===== config.mk =====
export PLATFORM = sky130hd
export DESIGN_NAME = eth_frame_fcs_update
export DESIGN_NICKNAME = d
export VERILOG_FILES = /design/src/rtl/eth_frame_fcs_update.sv
export SDC_FILE = /design/constraint.sdc
export NUM_CORES = 1
export LEC_CHECK = 0
export ABC_AREA = 1
export BUFFER_PORTS_ARGS = -buffer_cell sky130_fd_sc_hd__buf_2
export CAP_MARGIN = 5
export CORE_ASPECT_RATIO = 0.8
export CORE_MARGIN = 5
export CORE_UTILIZATION = 63
export CTS_BUF_LIST = sky130_fd_sc_hd__clkbuf_4
export DETAILED_ROUTE_END_ITERATION = 6
export PLACE_DENSITY = 0.82
export SKIP_CTS_REPAIR_TIMING = 1
export SLEW_MARGIN = 25
export SYNTH_ARGS = -nofsm -noshare
export SYNTH_HDL_FRONTEND = slang
export SYNTH_SLANG_ARGS = --single-unit

===== constraint.sdc =====
create_clock -name clk -period 2.13 [get_ports clk]
set_input_delay 0.426 -clock clk [delete_from_list [all_inputs] [get_ports clk]]
set_output_delay 0.426 -clock clk [all_outputs]
set_load 0.02 [all_outputs]

===== src/rtl/eth_frame_fcs_update.sv =====
// rtl/eth_frame_fcs_update.sv - Ethernet FCS recompute/overwrite stage after frame edit
//
// Recomputes the reflected CRC-32 over the payload of each edited frame and overwrites the
// four trailing FCS bytes. When the frame is flagged corrupt, it can force a guaranteed-bad FCS.
// The stage forwards DROP_FRAME and reports whether any non-FCS byte differs from its original.
// Fixed latency: a beat driven in cycle n appears on m_axis in cycle n+6. There is no backpressure.
//
// Ports:
//   clk, rst_n      clock; synchronous active-low reset
//   s_axis_tdata    edited frame byte (frame includes its 4 FCS bytes)
//   s_axis_tuser    {ORIG_BYTE[7:0], DROP_FRAME, FCS_INVALID}; flags are final on the tlast beat
//   s_axis_tlast    last byte of frame
//   s_axis_tvalid   beat valid
//   m_axis_tdata    output byte
//   m_axis_tuser    {MODIFIED, DROP_FRAME, FCS_INVALID}; only on the tlast beat, otherwise 0
//   m_axis_tlast    last byte of frame
//   m_axis_tvalid   beat valid
module eth_frame_fcs_update #(
  parameter bit C_REWRITE_FCS       = 1'b1,
  parameter bit C_INVERT_ON_CORRUPT = 1'b1
) (
  input  logic       clk,
  input  logic       rst_n,
  input  logic [7:0] s_axis_tdata,
  input  logic [9:0] s_axis_tuser,
  input  logic       s_axis_tlast,
  input  logic       s_axis_tvalid,
  output logic [7:0] m_axis_tdata,
  output logic [2:0] m_axis_tuser,
  output logic       m_axis_tlast,
  output logic       m_axis_tvalid
);

  // One reflected CRC-32 byte step (poly 0x04C11DB7, LSB first).
  function automatic logic [31:0] crc32_byte(input logic [31:0] c, input logic [7:0] d);
    logic [31:0] r;
    r = c;
    for (int i = 0; i < 8; i++) begin
      if (r[0] ^ d[i]) r = (r >> 1) ^ 32'hEDB88320;
      else             r = r >> 1;
    end
    return r;
  endfunction

  // Input register
  logic        in_valid, in_last, in_diff, in_drop, in_inv;
  logic [7:0]  in_data;
  logic [10:0] cnt_q, cnt_n, cnt_base;

  // Delay line d0..d3 (index 3 is the slot feeding the output register)
  logic [3:0][7:0] d_data;
  logic [3:0]      d_valid, d_last, d_diff, d_drop, d_inv, d_fcs;
  logic [3:0][1:0] d_tag;

  logic [31:0] crc_q, crc_n;
  logic        mod_q, mod_n, mod_now;
  logic        do_tag;
  logic [7:0]  fcs_raw, fcs_sel, out_data_n;
  logic [2:0]  out_user_n;

  // Beat count of the frame whose beat sits in the input register. It restarts at 1
  // when a new frame's first beat follows a tlast directly, so no idle gap is needed.
  always_comb begin
    cnt_base = (in_valid && in_last) ? 11'd0 : cnt_q;
    cnt_n    = cnt_base;
    if (s_axis_tvalid && (cnt_base != 11'h7FF)) cnt_n = cnt_base + 11'd1;
  end

  // The last four beats are only treated as an FCS if the frame is long enough and they
  // are all still in the line. Otherwise the frame passes untouched and is flagged invalid.
  assign do_tag = in_valid && in_last && (cnt_q >= 11'd5) &&
                  d_valid[0] && d_valid[1] && d_valid[2];

  // Output stage: emit data or FCS byte, fold payload bytes into CRC, build flags on tlast.
  always_comb begin
    fcs_raw    = crc_q[{d_tag[3], 3'b000} +: 8];
    fcs_sel    = (d_inv[3] && C_INVERT_ON_CORRUPT) ? fcs_raw : ~fcs_raw;
    out_data_n = 8'h00;
    out_user_n = 3'b000;
    crc_n      = crc_q;
    mod_n      = mod_q;
    mod_now    = mod_q | (~d_fcs[3] & d_diff[3]);
    if (d_valid[3]) begin
      out_data_n = (C_REWRITE_FCS && d_fcs[3]) ? fcs_sel : d_data[3];
      if (d_last[3]) begin
        // An untagged tlast means a runt or a frame without a replaceable FCS.
        out_user_n = {mod_now, d_drop[3], d_fcs[3] ? d_inv[3] : 1'b1};
        mod_n      = 1'b0;
      end else begin
        mod_n      = mod_now;
      end
      if (C_REWRITE_FCS) begin
        // Restarting on every tlast, not only tag 3, keeps runts from corrupting the next frame.
        if (d_last[3])     crc_n = 32'hFFFFFFFF;
        else if (!d_fcs[3]) crc_n = crc32_byte(crc_q, d_data[3]);
      end
    end
  end

  always_ff @(posedge clk) begin
    if (!rst_n) begin
      in_valid      <= 1'b0;
      in_last       <= 1'b0;
      in_data       <= 8'h00;
      in_diff       <= 1'b0;
      in_drop       <= 1'b0;
      in_inv        <= 1'b0;
      cnt_q         <= 11'd0;
      d_data        <= '0;
      d_valid       <= '0;
      d_last        <= '0;
      d_diff        <= '0;
      d_drop        <= '0;
      d_inv         <= '0;
      d_fcs         <= '0;
      d_tag         <= '0;
      crc_q         <= 32'hFFFFFFFF;
      mod_q         <= 1'b0;
      m_axis_tdata  <= 8'h00;
      m_axis_tuser  <= 3'b000;
      m_axis_tlast  <= 1'b0;
      m_axis_tvalid <= 1'b0;
    end else begin
      in_valid <= s_axis_tvalid;
      in_last  <= s_axis_tvalid & s_axis_tlast;
      in_data  <= s_axis_tvalid ? s_axis_tdata : 8'h00;
      in_diff  <= s_axis_tvalid & (s_axis_tdata != s_axis_tuser[9:2]);
      in_drop  <= s_axis_tvalid & s_axis_tuser[1];
      in_inv   <= s_axis_tvalid & s_axis_tuser[0];
      cnt_q    <= cnt_n;

      d_data  <= {d_data[2:0], in_data};
      d_valid <= {d_valid[2:0], in_valid};
      d_last  <= {d_last[2:0], in_last};
      d_diff  <= {d_diff[2:0], in_diff};
      d_drop  <= {d_drop[2:0], in_drop};
      if (do_tag) begin
        // FCS bytes 0..3 leave d2, d1, d0 and in-reg in that order. They all carry the
        // tlast beat's final FCS_INVALID, so the corrupt choice is fixed per frame.
        d_fcs <= 4'b1111;
        d_tag <= {2'd0, 2'd1, 2'd2, 2'd3};
        d_inv <= {4{in_inv}};
      end else begin
        d_fcs <= {d_fcs[2:0], 1'b0};
        d_tag <= {d_tag[2:0], 2'd0};
        d_inv <= {d_inv[2:0], in_inv};
      end

      crc_q         <= crc_n;
      mod_q         <= mod_n;
      m_axis_tvalid <= d_valid[3];
      m_axis_tlast  <= d_last[3];
      m_axis_tdata  <= out_data_n;
      m_axis_tuser  <= out_user_n;
    end
  end

endmodule


# Word level (Yosys, flattened, before mapping)
# Cells that the tools add are included.
dict set report op_classes {
  add_sub_neg 1
  magnitude_cmp 1
  eq_ne 3
  n_shift 1
  n_mux 40
  n_bitwise 25
  n_reduce_logical 11
}
# cell count
set ops {}
lappend ops {{two-way mux 32 bit} 31}
lappend ops {{inverter 13 -> 14 bit} 8}
lappend ops {{variable part select 32 x 6 -> 8 bit} 1}
lappend ops {{two-way mux 11 bit} 2}
lappend ops {{two-way mux 8 bit} 2}
lappend ops {{adder 11 x 1 -> 11 bit, second input constant} 1}
lappend ops {{>= comparator 11 x 3 -> 1 bit, second input constant} 1}
lappend ops {{inequality test 11 bit, second input constant} 1}
lappend ops {{two-way mux 4 bit} 2}
lappend ops {{inequality test 8 bit} 1}
lappend ops {{inverter 8 bit} 1}
lappend ops {{XOR 1 bit} 8}
lappend ops {{logical AND 1 bit} 6}
lappend ops {{AND reduction 2 bit} 3}
lappend ops {{AND 1 bit} 5}
lappend ops {{two-way mux 5 bit} 1}
lappend ops {{AND reduction 3 bit} 1}
lappend ops {{two-way mux 1 bit} 2}
lappend ops {{inequality test 2 bit, second input constant} 1}
lappend ops {{inverter 1 bit} 2}
lappend ops {{OR reduction 2 bit} 1}
lappend ops {{OR 1 bit} 1}
dict set report word_totals {
  reg_bits 134
  in_bits 22
  out_inout_bits 13
  wordCells 111
}

# Longest topological paths before layout
# Gate-level depths: netlist (run 1).
dict set report logic_depth {
  depth_word 39
  ltp_mapped 13
  depth_no_buf 13
}

# Worst setup path before layout (run 1)
# Ideal clock, no wire load.
dict set report synth_path {
  path_type {reg-to-reg}
  from {register in_valid}
  to {register cnt_q[7]}
  setup_time_ps 141
  t_arrival_ps 1699
  required_time_ps 1989
  path_slack_ps 290
  path_stages_with_launch 14
  period_less_slack_ps 1840
  path_cell_list {dfxtp_1 -> nand2_4 -> inv_4 -> nor2_1 -> ha_1 -> nand2_1 -> nor3_4 -> nand2_2 -> nor2_2 -> nand3_2 -> nand2_2 -> inv_1 -> nand2_1 -> a21oi_2}
}
dict set report synth_via {
  elab_chain_len 5
  word_cells_on_any_way 6
  cone_classes {1 x add/sub; 1 x eq/ne; 2 x mux; 2 x reduce/logical}
}
# item line
set synth_rtl {}
lappend synth_rtl {{from (decl)} 46} ;# logic in_valid, in_last, in_diff, in_drop, in_inv;
lappend synth_rtl {{from (signal assigned)} 124} ;# in_valid <= s_axis_tvalid;
lappend synth_rtl {{logical AND 1 bit *} 64} ;# cnt_base = (in_valid && in_last) ? 11'd0 : cnt_q;
lappend synth_rtl {{two-way mux 11 bit *} 64}
lappend synth_rtl {{parallel branches: the longest is 2 deep, another holds adder 11 x 1 -> 11 bit} n/a}
lappend synth_rtl {{two-way mux 11 bit *} 66} ;# if (s_axis_tvalid && (cnt_base != 11'h7FF)) cnt_n = cnt_base + 11'd1;
lappend synth_rtl {{to (signal assigned)} 130} ;# cnt_q <= cnt_n;
lappend synth_rtl {{to (decl)} 48} ;# logic [10:0] cnt_q, cnt_n, cnt_base;
# Mark *: on every way between the ends.
# A chain may end at the register's enable or synchronous reset.

# Worst setup path in the final report (run 1)
dict set report layout_path {
  from {register in_valid}
  to {register cnt_q[3]}
}
# Same word-level chain as after synthesis.

==> results of run 1 <==
-- where the power goes --
| part | total [mW] | switching (mW) | leakage (nW) | internal [mW] |
|---|---|---|---|---|
| Sequential | 2.50 | 0.0168 | 1.06 | 2.49 |
| Clock | 1.76 | 1.01 | 0.160 | 0.749 |
| Combinational | 0.289 | 0.187 | 2.46 | 0.102 |
| Total | 4.55 | 1.21 | 3.68 | 3.34 |
-- kinds of logic (layout without fill, tap and decap cells) --
group,after synthesis,count (layout)
flops,131,131
xor+xnor,38,38
fa+ha+maj,1,1
buf+inv,173,224
compound gates,113,113
simple gates,416,416
-- layout make-up --
| cell class | instances | area (µm²) |
|---|---|---|
| repair buffers | 46 | 273 |
| inverters | 146 | 551 |
| clock buffers | 18 | 135 |
| flip-flops and latches | 131 | 2620 |
| well taps | 119 | 149 |
| fillers | 774 | 2830 |
| clock inverters | 14 | 170 |
| multi-input cells | 568 | 2800 |
-- critical path, stage by stage (launching register included) --
cell	delay (ns)
dfxtp_2	0.35
nand2_4	0.12
inv_4	0.08
nor2_2	0.13
ha_2	0.21
nand2_1	0.09
nor3_4	0.15
nand2_2	0.11
nor2_4	0.11
nand3_2	0.08
nand2_2	0.09
buf_4	0.13
nand2_1	0.07
a21oi_2	0.15
-- stage by stage --
step           setup slack (ns)  instances  hold WS, ns  instance area (µm²)
6_report                  0.175       1042        0.108                 6700
5_1_grt                  0.0174       1042       0.0500                 6700
4_1_cts                  0.0537       1042       0.0682                 6680
3_5_place_dp             0.0922       1010        0.396                 6380
3_3_place_gp              0.165       1010        0.391                 6380
2_1_floorplan             0.290        872        0.390                 6080
-- placed cells by master, fill, tap and decap left out, drive strengths merged, types with 2 or more instances in the layout --
master | synthesis | layout
or2 | 3 | 3
nor2 | 50 | 50
clkinvlp | 0 | 2
bufinv | 0 | 2
nand2 | 298 | 298
o22ai | 2 | 2
o221ai | 8 | 8
xnor2 | 12 | 12
nor4 | 3 | 3
nand3 | 52 | 52
clkinv | 2 | 6
nand4 | 4 | 4
o21bai | 3 | 3
dfxtp | 131 | 131
clkbuf | 19 | 18
o211ai | 8 | 8
nand3b | 2 | 2
a21oi | 37 | 37
buf | 8 | 46
inv | 144 | 150
o21ai | 53 | 53
xor2 | 26 | 26
nor3 | 4 | 4
-- flip-flops by register name, indices dropped and copies added, names as in the netlist --
| name | flops |
|---|---|
| in_diff | 1 |
| in_last | 1 |
| m_axis_tlast | 1 |
| d_fcs | 4 |
| m_axis_tdata | 8 |
| d_tag | 5 |
| crc_q | 32 |
| d_drop | 4 |
| mod_q | 1 |
| m_axis_tvalid | 1 |
| m_axis_tuser | 3 |
| d_inv | 4 |
| cnt_q | 11 |
| in_inv | 1 |
| in_drop | 1 |
| in_valid | 1 |
| d_valid | 4 |
| d_last | 4 |
| d_data | 32 |
| d_diff | 4 |
| in_data | 8 |
-- worst max path at each step --
stage / startpoint / cells past startpoint / end
after floorplan: in_valid / 13 / cnt_q[7]
after global placement: in_valid / 13 / cnt_q[9]
after detailed placement: in_valid / 13 / cnt_q[3]
after CTS: in_valid / 13 / cnt_q[3]
after global routing: in_valid / 13 / cnt_q[3]
final: in_valid / 13 / cnt_q[3]
-- routing by layer --
| metal | vias to the layer above | GRT usage | wire [µm] |
|---|---|---|---|
| met2 | 206 | 0.392 | 6450 |
| met1 | 2498 | 0.307 | 5770 |
| met5 | - | 0 | 0 |
| met3 | 46 | 0.0579 | 1080 |
| li1 | 2761 | - | - |
| met4 | 0 | 0.113 | 481 |
==> results_dict.tcl, run 1 <==
set metrics [dict create \
    synth_mux_area_frac 0 \
    portBuffers 34 \
    synth_compound_area_frac 0.109 \
    clk_pin_slew_ns 0.13 \
    rr_worst_depth 13 \
    path_class "reg2reg" \
    synth-simple-area-share 0.288 \
    synthTopCellsByArea "dfxtp_1 43%, nand2_1 17%, inv_1 8.3%, nand3_1 4.2%, o21ai_0 3.8%" \
    worstReg2RegStart "in_valid" \
    grt_max_degree 82 \
    synth_cell_type_count 38 \
    drive_gt1_frac 0.139 \
    synth.cell_area_um2 6080 \
    rsz0062_at_grt "no" \
    grt_pass1_vias 5104 \
    boundaryPins 35 \
    final_nets 933 \
    cp-start-kind "flop" \
    remaining_drc_errors 0 \
    tritoncts "built" \
    cts_buffers 17 \
    async_flop_share 0 \
    antenna_found_initial 0 \
    worst_pin_slew_ns 0.832 \
    worstPathArrival_ns 2.42 \
    synth_seq_area_share 0.432 \
    antenna_cells 0 \
    dr.pass1.iters 5 \
    avgSynthCellArea_um2 6.97 \
    synth_top_area_frac 0.432 \
    fmax_mhz 512 \
    synth_edf_count 0 \
    holdPathEnd "in_drop" \
    htreeDepth 4 \
    finalPower_mw 4.55 \
    post_drt_wl_per_cell_um 13.2 \
    worstPathRequired_ns 2.59 \
    hp-start "s_axis_tuser[1]" \
    power_density_nw_per_um2 679 \
    clkLatencyLatePin_ns 0.53 \
    drt-vias-per-instance 5.29 \
    ys_seq_elements 131 \
    status "finished, final reports clean" \
    synthAdderAreaFrac 0.00206 \
    gp_congestion 0.895 \
    hold_viol 0 \
    skew_ns 0.0187 \
    synth_common_cells "283 x nand2_1, 134 x inv_1, 131 x dfxtp_1" \
    p_leak_nw 3.68 \
    worstPathMaxFanout 8 \
    cts.sinks 131 \
    fin_crit_sh 0.918 \
    period_needed_ns 1.95 \
    yosysWarnings 0 \
    die-area_um2 11700 \
    synth-xor-area-share 0.0585 \
    dp_hpwl_um 9710 \
    cts_buffer_depth 2 \
    grt_use_total 0.242 \
    synth-main-ff-cell "dfxtp_1" \
    yosys.cell_count.top_type "nand2_1" \
    syn-num-nets 895 \
    rows 32 \
    yosysTopAreaCell "dfxtp_1" \
    drtAntennaViolNets 0 \
    drt-total-wl_um 13800 \
    syn_to_final_growth_pct 10.2 \
    drt_iter0_drc 494 \
    cap_violations 0 \
    final-setup-viol-count 0 \
    grt_pass1_wl_um 23100 \
    hold_depth 3 \
    synth_top_family_by_area "simple AND/OR/NAND/NOR gates" \
    r2r_slack_ns 0.18 \
    drv_slew 0 \
    initial_core_util 0.638 \
    synth_cells 872 \
    die_h_um 97.8 \
    peakVddDrop_v 0.000559 \
    vias 5511 \
    overflow 0 \
    max-slew-margin-rel 0.445 \
    cts_root_buf "clkbuf_4" \
    crit_path_end_kind "flop" \
    tns_ns 0 \
    coreArea_um2 9530 \
    fin_util 0.703 \
    min_path_type "in2reg" \
    die_w_um 120 \
    r2r_end "cnt_q[3]" \
]
Note: power is estimated with default switching activity, not from simulation.
==> inputs of run 2 (changes only) <==
SLEW_MARGIN = default   (was 25)
clock period = 2 ns   (was 2.13 ns; I/O delays follow)
==> run 2 against run 1 <==
Compared with the run above: highest routed layer unchanged; largest cell class unchanged; clock power rose by 15%; final cell count rose by 0.96%; wire length rose by 4.7%; die area did not move; global-route usage rose by 0.84 points; register-to-register slack got worse by 0.07 ns; critical path type unchanged; core utilization rose by 1.6 points; total power rose by 10%; clock skew barely moved; maximum frequency rose by 3.4%.
==> results_dict.tcl, run 2 (synthesis gave the netlist of run 1 again) <==
set metrics [dict create \
    syn_to_final_growth_pct 12.7 \
    fillers 741 \
    dp.cells 1015 \
    power_density_nw_per_um2 734 \
    post_drt_wl_per_cell_um 13.7 \
    cp-start-kind "flop" \
    portBuffers 34 \
    worstPathMaxFanout 6 \
    cts_buffer_depth 2 \
    die_h_um 97.8 \
    cap_violations 0 \
    grt_max_degree 58 \
    drt-vias-per-instance 5.31 \
    htreeDepth 4 \
    rr_worst_depth 13 \
    switching_share 0.283 \
    path_class "reg2reg" \
    worst_pin_slew_ns 0.681 \
    drv_slew 0 \
    remaining_drc_errors 0 \
    clkLatencyLatePin_ns 0.56 \
    period_needed_ns 1.89 \
    die_w_um 120 \
    overflow 0 \
    drt-total-wl_um 14400 \
    timing.hold.ws_ns 0.0348 \
    hold_depth 3 \
    drive_gt1_frac 0.148 \
    fin_crit_sh 0.945 \
    grt_pass1_vias 5431 \
    power_frac_seq 0.531 \
    reg.largest.list "crc_q x32, d_data x32, cnt_q x11" \
    worstPathArrival_ns 2.39 \
    gp_congestion 0.882 \
    final-setup-viol-count 0 \
    vias 5587 \
    grt_pass1_wl_um 24000 \
    drt_iter0_drc 386 \
    coreArea_um2 9530 \
    drtAntennaViolNets 0 \
    p_leak_nw 3.76 \
    worst_slack_ns 0.110 \
    clockPowerShare 0.403 \
    min_path_type "in2reg" \
    skew_ns 0.0191 \
    dpl_worst_slack_ns -0.0210 \
    rows 32 \
    cts_root_buf "clkbuf_4" \
    crit_path_end_kind "flop" \
    dr.pass1.iters 6 \
    peakVddDrop_v 0.000553 \
    tritoncts "built" \
    hold_viol 0 \
    max-slew-margin-rel 0.544 \
    p_comb_frac 0.066 \
    p_int_mw 3.60 \
    boundaryPins 35 \
    status "finished, final reports clean" \
    grt_use_total 0.251 \
    final_common_cell "nand2_1" \
    initial_core_util 0.638 \
    final_cells 1052 \
    cts.sinks 131 \
    cts_buffers 17 \
    worstPathRequired_ns 2.50 \
    finalPower_mw 5.02 \
    antenna_cells 0 \
    dp_hpwl_um 10000 \
    fmax_mhz 529 \
    final_nets 943 \
    antenna_found_initial 0 \
    layout_common_cells "282 x nand2_1, 133 x inv_1, 130 x dfxtp_1, 51 x nand3_1, 46 x o21ai_0" \
    clk_pin_slew_ns 0.14 \
    die-area_um2 11700 \
    tns_ns 0 \
    switchingPower_mw 1.42 \
]
[run 2: changes by cell type in the layout (fill, tap and decap cells not counted), moves of 2 or more]
| cell | change |
|---|---|
| buf_12 | +2 |
| clkinv_4 | -3 |
| buf_4 | +8 |
| clkinv_8 | +2 |
| inv_8 | +5 |
| inv_6 | -2 |
[run 2: final cells by class]
class	instances	area [µm²]	share of cell area
clock buffers	17	128	0.0186
clock inverters	15	208	0.0303
inverters	146	551	0.0804
multi-input cells	568	2820	0.411
flip-flops and latches	131	2620	0.383
well taps	119	149	0.0217
repair buffers	56	373	0.0545
[run 2: metal layers]
| layer | part of all wire | routed length (µm) | global-route usage |
|---|---|---|---|
| met1 | 0.42 | 5990 | 0.305 |
| met3 | 0.079 | 1140 | 0.0591 |
| met5 | 0 | 0 | 0 |
| met4 | 0.034 | 497 | 0.135 |
| met2 | 0.47 | 6800 | 0.412 |
[run 2: worst paths after layout]
path,start,to,slack (ns)
max reg2reg,in_valid,cnt_q[6],0.11
max,in_valid,cnt_q[6],0.11
min reg2reg,d_tag[5],d_tag[7],0.42
min,s_axis_tuser[1],in_drop,0.03
[run 2: per-stage QoR]
| stage | utilization | area [µm²] |
|---|---|---|
| floorplan | - | 6080 |
| global placement | 0.676 | 6440 |
| detailed placement | 0.676 | 6440 |
| CTS | 0.711 | 6780 |
| global route | 0.718 | 6850 |
| finish | 0.718 | 6850 |
[run 2: power groups by stage]
stage | sequential, mW | combinational (mW) | clock, mW
after detailed placement | 2.72 | 0.309 | 0
after CTS | 2.67 | 0.311 | 2.06
final | 2.67 | 0.330 | 2.03
after global placement | 2.72 | 0.298 | 0
after global routing | 2.67 | 0.368 | 2.18
after floorplan | 2.72 | 0.219 | 0
[run 2: critical path, cell delays in order (launching register included)]
cell and delay, ns:
dfxtp_2 0.36, nand2_4 0.09, nand2_2 0.07, inv_2 0.09, ha_4 0.14, nand2_1 0.08, nor3_4 0.16, nand2_2 0.11
nor2_4 0.14, nand3_2 0.11, nand2_4 0.13, buf_4 0.14, nand3_1 0.09, a21oi_2 0.14
